===== src/rtl/sap_ctrl_pkg.sv =====
// Shared types and constants for the SAP control sequencer: FSM states,
// opcode encodings and the bus-control word that drives the datapath.
package sap_ctrl_pkg;

  typedef enum logic [2:0] {
    ST_IDLE  = 3'd0,
    ST_EXEC1 = 3'd1,
    ST_EXEC2 = 3'd2,
    ST_DONE  = 3'd3,
    ST_HALT  = 3'd4
  } state_e;

  localparam logic [3:0] OP_NOP = 4'h0;
  localparam logic [3:0] OP_LDA = 4'h1;
  localparam logic [3:0] OP_LDB = 4'h2;
  localparam logic [3:0] OP_ADD = 4'h3;
  localparam logic [3:0] OP_SUB = 4'h4;
  localparam logic [3:0] OP_OUT = 4'h5;
  localparam logic [3:0] OP_HLT = 4'hF;

  typedef struct packed {
    logic in_en;
    logic nLa;
    logic Ea;
    logic nLb;
    logic Eb;
    logic Eu;
    logic sub;
    logic out_ld;
  } cw_t;

  // Nothing drives the bus and both register loads (active-low) are off.
  localparam cw_t CW_IDLE = '{in_en: 1'b0, nLa: 1'b1, Ea: 1'b0, nLb: 1'b1,
                              Eb: 1'b0, Eu: 1'b0, sub: 1'b0, out_ld: 1'b0};

  // Opcodes that spend a cycle in EXEC1 driving the datapath.
  function automatic logic is_exec_op(input logic [3:0] op);
    return (op >= OP_LDA) && (op <= OP_OUT);
  endfunction

endpackage


===== src/rtl/sap_ctrl_decode.sv =====
// Combinational control-word decode from the sequencer state and latched
// opcode; only EXEC1 ever asserts a non-idle word.
module sap_ctrl_decode
  import sap_ctrl_pkg::*;
(
  input  state_e     state_i,
  input  logic [3:0] op_i,
  output cw_t        cw_o
);

  always_comb begin
    cw_o = CW_IDLE;
    if (state_i == ST_EXEC1) begin
      case (op_i)
        OP_LDA: begin
          cw_o.in_en = 1'b1;
          cw_o.nLa   = 1'b0;
        end
        OP_LDB: begin
          cw_o.in_en = 1'b1;
          cw_o.nLb   = 1'b0;
        end
        OP_ADD, OP_SUB: begin
          cw_o.Eu  = 1'b1;
          cw_o.nLa = 1'b0;
          cw_o.sub = (op_i == OP_SUB);
        end
        OP_OUT: begin
          cw_o.Ea     = 1'b1;
          cw_o.out_ld = 1'b1;
        end
        default: ;
      endcase
    end
  end

endmodule


===== src/rtl/sap_control_sequencer.sv =====
// SAP control sequencer: accepts one opcode per handshake, steps the T-state
// FSM, drives the datapath control word and captures ALU flags.
module sap_control_sequencer
  import sap_ctrl_pkg::*;
#(
  parameter int OP_W = 4
) (
  input  logic            clk,
  input  logic            rst_n,
  input  logic            op_valid,
  output logic            op_ready,
  input  logic [OP_W-1:0] opcode,
  input  logic            cf_in,
  input  logic            zf_in,
  output logic            in_en,
  output logic            nLa,
  output logic            nLb,
  output logic            Ea,
  output logic            Eb,
  output logic            Eu,
  output logic            sub,
  output logic            out_ld,
  output logic            done,
  output logic            illegal,
  output logic            halted,
  output logic            cf_q,
  output logic            zf_q,
  output state_e          dbg_state_o
);

  state_e     state_q, state_d;
  logic [3:0] op_q, op_d;
  logic       cf_d, zf_d, cf_r, zf_r;
  cw_t        cw;

  // Handshake: an opcode transfers on a rising edge where op_valid & op_ready
  // are both high; op_ready depends only on state, and the producer must hold
  // op_valid/opcode stable until that edge.
  assign op_ready = (state_q == ST_IDLE);

  always_ff @(posedge clk or negedge rst_n) begin
    if (!rst_n) begin
      state_q <= ST_IDLE;
      op_q    <= 4'h0;
      cf_r    <= 1'b0;
      zf_r    <= 1'b0;
    end else begin
      state_q <= state_d;
      op_q    <= op_d;
      cf_r    <= cf_d;
      zf_r    <= zf_d;
    end
  end

  always_comb begin
    state_d = state_q;
    op_d    = op_q;
    cf_d    = cf_r;
    zf_d    = zf_r;
    case (state_q)
      ST_IDLE: begin
        if (op_valid) begin
          op_d = opcode[3:0];
          if (is_exec_op(opcode[3:0]))   state_d = ST_EXEC1;
          else if (opcode[3:0] == OP_HLT) state_d = ST_HALT;
          else                            state_d = ST_DONE;
        end
      end
      ST_EXEC1: state_d = ((op_q == OP_ADD) || (op_q == OP_SUB)) ? ST_EXEC2 : ST_DONE;
      ST_EXEC2: begin
        // The ALU result settled during EXEC1's A load; its flags are taken now.
        cf_d    = cf_in;
        zf_d    = zf_in;
        state_d = ST_DONE;
      end
      ST_DONE:  state_d = ST_IDLE;
      ST_HALT:  state_d = ST_HALT;
      default:  state_d = ST_IDLE;
    endcase
  end

  sap_ctrl_decode u_decode (
    .state_i (state_q),
    .op_i    (op_q),
    .cw_o    (cw)
  );

  assign in_en   = cw.in_en;
  assign nLa     = cw.nLa;
  assign nLb     = cw.nLb;
  assign Ea      = cw.Ea;
  assign Eb      = cw.Eb;
  assign Eu      = cw.Eu;
  assign sub     = cw.sub;
  assign out_ld  = cw.out_ld;

  assign done    = (state_q == ST_DONE);
  assign illegal = done && !((op_q == OP_NOP) || is_exec_op(op_q));
  assign halted  = (state_q == ST_HALT);
  assign cf_q    = cf_r;
  assign zf_q    = zf_r;
  assign dbg_state_o = state_q;

endmodule

===== config.mk =====
export PLATFORM = sky130hd
export DESIGN_NAME = sap_control_sequencer
export DESIGN_NICKNAME = d
export VERILOG_FILES = /design/src/rtl/sap_ctrl_pkg.sv /design/src/rtl/sap_ctrl_decode.sv /design/src/rtl/sap_control_sequencer.sv
export SDC_FILE = /design/constraint.sdc
export NUM_CORES = 1
export LEC_CHECK = 0
export CAP_MARGIN = 20
export CORE_MARGIN = 5
export CORE_UTILIZATION = 42
export CTS_CLUSTER_SIZE = 24
export DETAILED_ROUTE_END_ITERATION = 8
export GPL_ROUTABILITY_DRIVEN = 0
export PLACE_DENSITY = 0.81
export SLEW_MARGIN = 20
export SYNTH_ARGS = -nofsm -noshare
export SYNTH_HDL_FRONTEND = slang
export SYNTH_SLANG_ARGS = --single-unit

===== constraint.sdc =====
create_clock -name clk -period 3.6 [get_ports clk]
set_input_delay 0.72 -clock clk [delete_from_list [all_inputs] [get_ports clk]]
set_output_delay 0.72 -clock clk [all_outputs]
set_load 0.01 [all_outputs]

==> flow_metrics.env <==
export IMPL_run_status="finished clean"
export IMPL_route_final_wire_length_um=1300
export IMPL_synth_avg_cell_area_um2=10.1
export IMPL_clk_path_buf_depth=2
export IMPL_cp_slowest_stage_delay_ns=0.57
export IMPL_max_cap_viol_count=0
export IMPL_level_count_of_the_clock_h_tree=1
export IMPL_fin_crit_sh_pct=80.7
export IMPL_cts_hold_buf=0
export IMPL_detail_route_iter0_violations=11
export IMPL_timing_critical_path_slowest_stage_cell="clkdlybuf4s50_1"
export IMPL_tritoncts="built"
export IMPL_antenna_diode_count=0
export IMPL_cp_arrival_ns=2.18
export IMPL_floorplan_die_height_um=47.1
export IMPL_clkSlewWorstSetupHoldPaths_ns=0.06
export IMPL_power_density_mw_per_mm2=753
export IMPL_ys_seq_area_share_pct=39.0
export IMPL_clock_tree_root_cell="clkbuf_4"
export IMPL_rsz0062_at_grt="no"
export IMPL_dp_hpwl_um=1070
export IMPL_timing_worst_setup_path_type="flip-flop to output pin"
export IMPL_clock_skew_ns=0.000408
export IMPL_first_pass_iters=4
export IMPL_mostFrequentLayoutCell="clkdlybuf4s50_1"
export IMPL_design_area_um2=837
export IMPL_worstPathBufferInverterCount=1
export IMPL_grt_first_pass_wirelength_um=2260
export IMPL_critical_path_startpoint_type="flip-flop"
export IMPL_post_route_cells_drive_above_1_share_pct=22.0
export IMPL_placedInstanceArea_um2=811
export IMPL_synth_cells=57
export IMPL_cts_num_sinks=9
export IMPL_die_width_um=47.1
export IMPL_cts_resized_gates=0
export IMPL_p_leak_uw=0.000333
export IMPL_grt_antenna_before_repair=0
export IMPL_groute_usage_overall_pct=14.5
export IMPL_coreArea_mm2=0.00130
export IMPL_yosys_register_bits=9
export IMPL_placement_io_buffers=24
export IMPL_clock_latency_ns=0.26
export IMPL_maximum_number_of_pins_on_one_net_before_global_route_repair=11
export IMPL_tritoncts_num_buffers=3
export IMPL_achievable_frequency_ghz=0.344
export IMPL_start_util_pct=44.4
export IMPL_critical_path_max_fanout=10
export IMPL_overflow=0
export IMPL_final_critical_path_required_period_ns=2.90
export IMPL_viasPerCell=5.34
export IMPL_most_common_layout_cells="clkdlybuf4s50_1, dfrtp_1, mux2_2"
export IMPL_final_antenna_net_count=0
export IMPL_end_kind="output pin"
export IMPL_num_rows=13
export IMPL_dr_total_vias=518
export IMPL_netlist_cell_type_count=30
export IMPL_boundaryPins=26
export IMPL_yosysWarnings=0
export IMPL_syn_to_final_growth_pct=44.8
export IMPL_finalHoldViolCount=0
export IMPL_final_setup_vio_count=0
export IMPL_finish_net_count=92
export IMPL_cp_cell_sequence="or3b_4, or2_4, nor3_2, clkdlybuf4s50_1"
export IMPL_synth_fp_nets=66
export IMPL_die_area_mm2=0.00222
export IMPL_hp_class="flip-flop to flip-flop"
export IMPL_cpLargestDelayFamily="simple AND/OR/NAND/NOR gates"
export IMPL_vias_in_the_first_global_route=508
export IMPL_drc=0
export IMPL_worst_ep_required_time_ns=2.88
export IMPL_number_of_fill_cells=112
export IMPL_power_ir_vdd_worst_mv=0.381
export IMPL_wl_per_cell_um=13.4
export IMPL_timing_setup_tns_ns=0
export IMPL_maxSlewViolCount=0
export IMPL_synth_cell_area_um2=578
export IMPL_cts_setup_buffers=0
-- cell families (layout without fill, tap and decap cells) --
kind of cell | Yosys count | count (layout) | share of synthesized area (%)
flops | 9 | 9 | 39.0
xor+xnor | 1 | 1 | 1.52
other cells | 1 | 1 | 0.649
buf+inv | 6 | 31 | 6.49
simple gates | 26 | 26 | 31.0
compound gates | 7 | 7 | 8.01
mux | 7 | 7 | 13.4
-- through the flow --
stage / hold WS (ns) / std cells / total power [uW] / util [%] / setup slack [ns]
2_1_floorplan: 0.424 / 57 / 404 / - / 1.27
3_3_place_gp: 0.490 / 93 / 546 / 62.3 / 1.02
3_5_place_dp: 0.503 / 93 / 556 / 62.3 / 0.971
4_1_cts: 0.517 / 97 / 636 / 64.3 / 0.678
5_1_grt: 0.553 / 97 / 684 / 64.3 / 0.617
6_report: 0.512 / 97 / 630 / 64.3 / 0.696
-- path summary, 6_finish.rpt --
check / startpoint / to / slack (ns) / depth (start not counted)
min in group asynchronous: rst_n / zf_q$_DFFE_PN0N_ / 0.75 / 1
worst max-delay path: dbg_state_o[2]$_DFFE_PN0P_ / out_ld / 0.70 / 4
worst min-delay path: cf_q$_DFFE_PN0N_ / cf_q$_DFFE_PN0N_ / 0.51 / 1
worst min register to register: cf_q$_DFFE_PN0N_ / cf_q$_DFFE_PN0N_ / 0.51 / 1
worst max register to register: dbg_state_o[2]$_DFFE_PN0P_ / op_q[0]$_DFFE_PN0P_ / 2.09 / 3
max in group asynchronous: rst_n / dbg_state_o[0]$_DFFE_PN0P_ / 2.57 / 1
-- worst reg2reg max path, cell delays in order (launching register included) --
cell	delay, ns
dfrtp_1	0.46
nor3_1	0.30
and2_1	0.28
mux2_2	0.36
-- cell type report --
cell class | instances | area [um^2] | share of cell area [%]
inverters | 3 | 11.3 | 1.35
well taps | 15 | 18.8 | 2.24
repair buffers | 24 | 240 | 28.7
multi-input cells | 42 | 315 | 37.7
clock buffers | 4 | 26.3 | 3.14
flip-flops and latches | 9 | 225 | 26.9
-- layer usage --
layer  vias to the layer above  share of wire [%]  track usage, %
met3                         2                6.1            4.21
met1                       250                 45            18.3
met4                         0                1.6            6.63
li1                        250                  -               -
met5                         -                  0               0
met2                        16                 48            22.8
-- state kept, by name (all words and copies together) (netlist names) --
register and cells:
zf_q 1, dbg_state_o 3, op_q 4, cf_q 1
-- power breakdown --
group	total [uW]	leakage [uW]	internal, uW	switching, uW
sequential	214	0.000107	148	65.6
combinational	338	0.000211	201	137
clock	78.7	0.0000150	42.8	35.9
-- cells in the mapped netlist --
cell,n,area [um^2]
a31oi_1,1,6.26
nor2b_1,1,6.26
a21oi_1,1,5.00
a41o_1,1,10.0
buf_6,1,11.3
conb_1,1,3.75
or3b_4,1,11.3
o21ai_0,2,10.0
inv_1,3,11.3
nor3b_1,1,7.51
mux2i_1,1,10.0
and2_2,1,7.51
nand4bb_1,1,11.3
nor2_1,5,18.8
buf_4,2,15.0
o31ai_1,1,7.51
nor3_2,3,30.0
or2_4,1,8.76
or3b_2,1,8.76
xnor2_1,1,8.76
nand2b_1,1,6.26
nor3_1,3,15.0
nand2_1,1,3.75
and2_1,2,12.5
dfrtp_1,9,225
and3b_2,1,10.0
mux2_2,6,67.6
o21a_1,1,7.51
nand4_1,2,12.5
and2b_2,1,8.76
Power figures use the tool's default switching activity.
